File: config.mk
export PLATFORM = sky130hd
export DESIGN_NAME = vdac_sar
export DESIGN_NICKNAME = d
export VERILOG_FILES = /design/src/rtl/vdac_sar.sv
export SDC_FILE = /design/constraint.sdc
export NUM_CORES = 1
export LEC_CHECK = 0
export ABC_AREA = 1
export CORE_ASPECT_RATIO = 1.4
export CORE_MARGIN = 2
export CORE_UTILIZATION = 46
export DETAILED_ROUTE_END_ITERATION = 16
export PLACE_DENSITY_LB_ADDON = 0.08
export SETUP_SLACK_MARGIN = 0.15
export SLEW_MARGIN = 20
export SYNTH_ARGS = -nofsm -noshare
export SYNTH_HDL_FRONTEND = slang
export SYNTH_SLANG_ARGS = --single-unit
File: constraint.sdc
create_clock -name i_clk -period 1.11 [get_ports i_clk]
set_input_delay 0.222 -clock i_clk [delete_from_list [all_inputs] [get_ports i_clk]]
set_output_delay 0.222 -clock i_clk [all_outputs]
set_load 0.1 [all_outputs]
File: src/rtl/vdac_sar.sv
// Successive-approximation controller for vdac: drives trial codes MSB-first and resolves one bit per step.
// Optional macro VDAC_SAR_COMP_SYNC_EN adds a 2-flop comparator synchronizer and stretches SETTLE by 2 cycles.
module vdac_sar #(
  parameter int BITWIDTH      = 6,
  parameter int SETTLE_CYCLES = 2
) (
  input  logic                i_clk,
  input  logic                i_reset,
  input  logic                i_start,
  input  logic                i_comp,
  output logic [BITWIDTH-1:0] o_dac_data,
  output logic                o_dac_enable,
  output logic [BITWIDTH-1:0] o_result,
  output logic                o_done,
  output logic                o_busy
);

  typedef enum logic [1:0] {
    S_IDLE,
    S_SETTLE,
    S_DECIDE,
    S_DONE
  } state_t;

  localparam logic [BITWIDTH-1:0] MSB = BITWIDTH'(1) << (BITWIDTH - 1);

  logic comp;

`ifdef VDAC_SAR_COMP_SYNC_EN
  localparam int SETTLE_LEN = SETTLE_CYCLES + 2;
  logic [1:0] sync_q;

  always_ff @(posedge i_clk) begin
    if (i_reset) begin
      sync_q <= 2'b00;
    end else begin
      sync_q <= {sync_q[0], i_comp};
    end
  end

  assign comp = sync_q[1];
`else
  localparam int SETTLE_LEN = SETTLE_CYCLES;
  assign comp = i_comp;
`endif

  localparam int CNT_W = (SETTLE_LEN < 2) ? 1 : $clog2(SETTLE_LEN);
  localparam logic [CNT_W-1:0] CNT_LAST = CNT_W'(SETTLE_LEN - 1);

  state_t              state_q, state_d;
  logic [BITWIDTH-1:0] code_q, code_d;
  logic [BITWIDTH-1:0] mask_q, mask_d;
  logic [CNT_W-1:0]    cnt_q, cnt_d;
  logic [BITWIDTH-1:0] result_q, result_d;
  logic [BITWIDTH-1:0] dac_q, dac_d;
  logic                en_q, en_d;
  logic                busy_q, busy_d;
  logic                done_q, done_d;
  logic [BITWIDTH-1:0] decided;

  always_comb begin
    state_d  = state_q;
    code_d   = code_q;
    mask_d   = mask_q;
    cnt_d    = cnt_q;
    result_d = result_q;
    decided  = comp ? code_q : (code_q & ~mask_q);

    unique case (state_q)
      S_IDLE: begin
        if (i_start) begin
          code_d  = MSB;
          mask_d  = MSB;
          cnt_d   = '0;
          state_d = S_SETTLE;
        end
      end
      S_SETTLE: begin
        if (cnt_q == CNT_LAST) begin
          state_d = S_DECIDE;
        end else begin
          cnt_d = cnt_q + 1'b1;
        end
      end
      S_DECIDE: begin
        // mask_q is the one-hot of the bit being resolved; bit 0 ends the conversion
        if (mask_q[0]) begin
          code_d   = decided;
          result_d = decided;
          state_d  = S_DONE;
        end else begin
          mask_d  = mask_q >> 1;
          code_d  = decided | (mask_q >> 1);
          cnt_d   = '0;
          state_d = S_SETTLE;
        end
      end
      S_DONE: begin
        state_d = S_IDLE;
      end
      default: begin
        state_d = S_IDLE;
      end
    endcase

    // DAC code only moves on SETTLE entry; DONE keeps the last trial code driven
    if (state_d == S_IDLE) begin
      dac_d = '0;
    end else if (state_d == S_SETTLE) begin
      dac_d = code_d;
    end else begin
      dac_d = dac_q;
    end
    en_d   = (state_d != S_IDLE);
    busy_d = (state_d != S_IDLE);
    done_d = (state_d == S_DONE);
  end

  always_ff @(posedge i_clk) begin
    if (i_reset) begin
      state_q  <= S_IDLE;
      code_q   <= '0;
      mask_q   <= '0;
      cnt_q    <= '0;
      result_q <= '0;
      dac_q    <= '0;
      en_q     <= 1'b0;
      busy_q   <= 1'b0;
      done_q   <= 1'b0;
    end else begin
      state_q  <= state_d;
      code_q   <= code_d;
      mask_q   <= mask_d;
      cnt_q    <= cnt_d;
      result_q <= result_d;
      dac_q    <= dac_d;
      en_q     <= en_d;
      busy_q   <= busy_d;
      done_q   <= done_d;
    end
  end

  assign o_dac_data   = dac_q;
  assign o_dac_enable = en_q;
  assign o_result     = result_q;
  assign o_done       = done_q;
  assign o_busy       = busy_q;

endmodule

==> results.json, run 1 <==
{
  "outcome": "finished with violations",
  "violations": "negative setup slack",
  "clock_path_buffers": 2,
  "dieArea_mm2": 0.00309,
  "layout-drive-gt1-share_pct": 44.4,
  "avgSynthCellArea_um2": 7.11,
  "seq_area_frac_synth_pct": 47.5,
  "totalWireLength_um": 3130,
  "rsz0062_at_grt": "yes",
  "grt-ovfl-total": 0,
  "wire_per_inst_um": 12.5,
  "setup-violations-final": 20,
  "ys_types": 17,
  "viasPerCell": 4.86,
  "ctsHtreeMaxLevel": 2,
  "final_nets": 217,
  "io_pins": 19,
  "p_sw_share_pct": 32.7,
  "endpoint_kind": "flop",
  "ys_ff_latch": 29,
  "cp.arrival_ns": 1.52,
  "syn-num-nets": 176,
  "netlist_area_mm2": 0.00122,
  "fp.dieW_um": 47.6,
  "tns_ns": -1.20,
  "p_int_mw": 1.60,
  "clkPwrFrac_pct": 28.1,
  "drt_first_pass_iters": 4,
  "fmax_ghz": 0.814,
  "num_rows": 22,
  "r2r_slack_ns": -0.12,
  "cp-start-kind": "flop",
  "instances_no_fill": 250,
  "fin_crit_sh_pct": 111,
  "port_buffers": 18,
  "drc": 0,
  "cts_sinks": 29,
  "place_inst": 239,
  "cts.clk_slew.worst_paths_ns": 0.09,
  "layout_min_cycle_time_ns": 1.23,
  "grt_max_degree": 16,
  "worstHoldPathType": "in2reg",
  "skew_ns": 0.00839,
  "layout_common_cells": "nand2_1 (37), nor2_1 (25), buf_4 (17)",
  "initial_utilization_pct": 47.2,
  "drtIter0Drc": 25,
  "path_class": "reg2reg",
  "antenna_left": 0,
  "grt_usage_pct": 23.5,
  "slew_headroom_pct": 79.2,
  "cts_tree": "yes",
  "cts_buffers": 5,
  "setup_slack_ns": -0.118,
  "antenna_cells": 0,
  "antenna_found_initial": 0,
  "synthCells": 172,
  "core-area_mm2": 0.00259,
  "clock_latency_ns": 0.34,
  "grt_pass1_wl_um": 5100,
  "irDropWorstVdd_mv": 1.43,
  "dpl.hpwl_um": 2250,
  "chipHeight_um": 65.0,
  "first_global_vias": 1177,
  "vias": 1215,
  "maxCapViolCount": 0,
  "ctsRootBufferMaster": "clkbuf_4",
  "powerDensity_mw_per_mm2": 1220,
  "yosysWarnings": 0,
  "gp_congestion": 0.871,
  "cts_hold_buf": 0,
  "crit_required_ns": 1.40,
  "comb_power_share_pct": 24.6,
  "syn_to_final_growth_pct": 59.6,
  "final_max_slew_viol_count": 0,
  "p_leak_nw": 0.881,
  "worst_pin_slew_ns": 0.312,
  "hold_viol_final": 0,
  "power_switching_mw": 0.779,
  "pwr-share-seq_pct": 47.3,
  "layout.cells.most_common": "nand2_1",
  "worst-path-max-fanout": 7
}
worst max-delay path: stages (launching register included):
cell     delay, ns
dfxtp_4       0.38
inv_6         0.08
nand2_4       0.09
nand2_4       0.10
inv_4         0.05
a21oi_4       0.24
buf_4         0.16
buf_6         0.07
layout make-up:
cell class,count,area [µm²]
flip-flops and latches,29,608
multi-input cells,120,651
inverters,19,88.8
clock buffers,8,58.8
repair buffers,38,499
well taps,36,45.0
fillers,203,637
flip-flops by register name, indices dropped and copies added, names as in the netlist:
name and cells:
code_q 6, mask_q 6, o_dac_data 6, o_result 6, state_q 2, cnt_q 1
o_done 1, o_busy 1
cells in the mapped netlist, drive strengths merged:
cell type | instances | area share, %
a21boi | 2 | 1.2
buf | 3 | 1.4
dfxtp | 29 | 47
nor3 | 1 | 0.41
o21ai | 4 | 1.6
a21oi | 16 | 7.5
nor2 | 31 | 11
clkbuf | 1 | 0.31
nand2 | 55 | 19
inv | 19 | 5.8
nand3 | 11 | 4.5
power groups by stage:
stage / Combinational (mW) / Clock [mW] / Sequential (mW)
finish: 0.586 / 0.670 / 1.13
global route: 0.620 / 0.743 / 1.13
CTS: 0.569 / 0.694 / 1.13
detailed placement: 0.542 / 0 / 1.15
global placement: 0.537 / 0 / 1.15
floorplan: 0.202 / 0 / 1.29
kinds of logic after synthesis:
family | count (synthesis) | share of synthesized area (%)
AOI/OAI and AO/OA | 22 | 10.3
buffers and inverters | 23 | 7.57
DFF | 29 | 47.5
and+or+nand+nor | 98 | 34.6
what timing repair did:
item | in CTS | in global routing
pin swaps | 7 | 5
setup buffers | 0 | 3
gates resized for setup | 28 | 16
endpoints found under the setup margin | 44 | 44
stage by stage:
| stage | cell area [µm²] | power [mW] | hold WS, ns | setup WS (ns) | util, % |
|---|---|---|---|---|---|
| 4_1_cts | 1880 | 2.39 | 0.383 | -0.0858 | 72.7 |
| 3_5_place_dp | 1740 | 1.69 | 0.475 | -0.378 | 67.3 |
| 2_1_floorplan | 1250 | 1.49 | 0.410 | -0.0273 | - |
| 6_report | 1950 | 2.38 | 0.380 | -0.118 | 75.4 |
| 3_3_place_gp | 1740 | 1.68 | 0.470 | -0.354 | 67.3 |
| 5_1_grt | 1950 | 2.49 | 0.387 | -0.177 | 75.4 |
metal layers:
metal | part of all wire, % | vias up | GRT usage, %
li1 | - | 614 | -
met1 | 39 | 568 | 24.7
met2 | 53 | 25 | 39.9
met3 | 4.9 | 8 | 8.36
met4 | 2.6 | 0 | 10.1
met5 | 0 | - | 0
worst paths after layout:
kind,to,from,depth (start not counted)
hold / removal,mask_q[4],i_reset,2
setup reg to reg,o_busy,state_q[0],7
setup / recovery,o_busy,state_q[0],7
hold reg to reg,o_result[2],o_result[2],2
(Power assumes the default switching activity.)
==> run 2: changes to the inputs <==
- CORE_UTILIZATION: 46 -> 50
- DONT_BUFFER_PORTS: not set -> 1
==> run 2 against run 1 <==
  * The run ends with negative hold slack, negative setup slack left
  * Worst hold slack worse by 0.44 ns
  * Clock-buffer cell count unchanged
  * Wire length down 0.96%
  * Global-route usage down 0.069 points
  * Largest power group unchanged
==> results.json, run 2 (synthesis results as in run 1) <==
{
  "outcome": "finished with violations",
  "violations": "negative hold slack, negative setup slack",
  "worst_r2r_endpoint": "o_dac_data[4]",
  "drc": 0,
  "cp-start-kind": "flop",
  "grt_pass1_wl_um": 4920,
  "initial_utilization_pct": 51.7,
  "placed_area_mm2": 0.00160,
  "num_rows": 21,
  "layout_common_cells": "nand2_1 (41), nor2_1 (23), inv_1 (14), dfxtp_2 (14), buf_12 (14)",
  "cts_sinks": 29,
  "rr_worst_depth": 9,
  "final_max_slew_viol_count": 0,
  "dpl.hpwl_um": 2060,
  "final_cell_area_mm2": 0.00185,
  "fin_crit_sh_pct": 112,
  "crit_required_ns": 1.38,
  "comb_power_share_pct": 23.9,
  "endpoint_kind": "flop",
  "m1WireLength_um": 1090,
  "cts.clk_slew.worst_paths_ns": 0.08,
  "cp.arrival_ns": 1.51,
  "first_global_vias": 1164,
  "final_nets": 210,
  "layout-drive-gt1-share_pct": 43.0,
  "drtIter0Drc": 41,
  "grt_usage_pct": 23.4,
  "wire_per_inst_um": 13.5,
  "worstHoldPathType": "in2reg",
  "dr_wl_met3_um": 165,
  "io_pins": 19,
  "layout_min_cycle_time_ns": 1.24,
  "wl_met2_um": 1740,
  "min_path_cells": 1,
  "clock_path_buffers": 2,
  "maxCapViolCount": 0,
  "path_class": "reg2reg",
  "fmax_ghz": 0.805,
  "gp_congestion": 0.778,
  "clkPwrFrac_pct": 28.0,
  "cts_tree": "yes",
  "port_buffers": 0,
  "vias": 1227,
  "cts_buffers": 5,
  "powerDensity_mw_per_mm2": 1260,
  "chipHeight_um": 62.5,
  "r2r_start": "state_q[1]",
  "slew_headroom_pct": 79.9,
  "clock_latency_ns": 0.33,
  "crit_start": "state_q[1]",
  "grt_max_degree": 20,
  "dieArea_mm2": 0.00286,
  "worst_pin_slew_ns": 0.299,
  "grt-ovfl-total": 0,
  "p_leak_nw": 0.829,
  "viasPerCell": 5.33,
  "setup-violations-final": 23,
  "antenna_found_initial": 0,
  "core-area_mm2": 0.00236,
  "setup_slack_ns": -0.132,
  "totalWireLength_um": 3100,
  "p_sw_share_pct": 32.0,
  "syn_to_final_growth_pct": 51.6,
  "power_switching_mw": 0.744,
  "layout.cells.most_common": "nand2_1",
  "timing.hold.ws_ns": -0.0590,
  "drt_first_pass_iters": 4,
  "power_mw": 2.33,
  "skew_ns": 0.00361,
  "hold_viol_final": 18,
  "antenna_left": 0,
  "r2r_slack_ns": -0.13,
  "p_int_mw": 1.58,
  "ctsHtreeMaxLevel": 2,
  "irDropWorstVdd_mv": 0.912,
  "hold_start": "i_reset",
  "fp.dieW_um": 45.8,
  "ctsRootBufferMaster": "clkbuf_4",
  "antenna_cells": 0,
  "pwr-share-seq_pct": 48.1,
  "routed.top_layer": "met4",
  "worst-path-max-fanout": 5,
  "hold_end": "mask_q[0]",
  "rsz0062_at_grt": "yes"
}
## run 2: cell type report
class	instances	area, µm²
timing repair buffer	31	430
clock buffer	8	58.8
fill	151	512
tap	23	28.8
inverter	19	83.8
multi-input combinational	120	642
sequential	29	609
## run 2: how the worst max path moves through the flow
stage	end	slack [ns]	cells past startpoint
detailed placement	o_dac_data[2]	-0.20	9
global placement	o_dac_data[1]	-0.12	9
floorplan	o_dac_data[1]	-0.03	9
CTS	o_dac_data[2]	-0.08	9
finish	o_dac_data[4]	-0.13	9
global route	o_dac_data[3]	-0.20	9
## run 2: power by group through the flow
| stage | clock network, mW | registers, mW | logic [mW] |
|---|---|---|---|
| after floorplan | 0 | 1.29 | 0.202 |
| after global placement | 0 | 1.14 | 0.491 |
| after detailed placement | 0 | 1.14 | 0.501 |
| after CTS | 0.676 | 1.12 | 0.534 |
| after global routing | 0.717 | 1.12 | 0.587 |
| final | 0.653 | 1.12 | 0.556 |
## run 2: stage by stage
| stage | cells | setup slack [ns] | utilization (%) | hold WS, ns | TNS (ns) |
|---|---|---|---|---|---|
| finish | 230 | -0.132 | 78.4 | -0.0590 | -1.29 |
| global route | 230 | -0.204 | 78.4 | -0.0760 | -2.73 |
| CTS | 226 | -0.0759 | 73.7 | -0.0674 | -0.514 |
| detailed placement | 214 | -0.198 | 67.8 | 0.289 | -1.52 |
| global placement | 214 | -0.124 | 67.8 | 0.286 | -0.668 |
| floorplan | 172 | -0.0273 | - | 0.410 | -0.0545 |
## run 2: critical path: stages (launching register included)
cell and delay [ns]:
dfxtp_4 0.37, inv_4 0.04, nor2_4 0.20, buf_6 0.14
nand3_2 0.06, nand2_2 0.10, nor2_2 0.06, nand2_1 0.06
nand2_1 0.04, nor2_1 0.10
## run 2: repair_timing
item / 4_1_cts / 5_1_grt
resized for setup: 14 / 27
hold endpoints to repair: 18 / 18
pin swaps: 10 / 9
setup buffers: 4 / 4
setup endpoints to repair: 44 / 44
## run 2: routing by layer
layer  track usage (%)  vias up
met1              25.0      578
met5                 0        -
li1                  -      603
met3              7.51       13
met2              39.3       33
met4              11.4        0
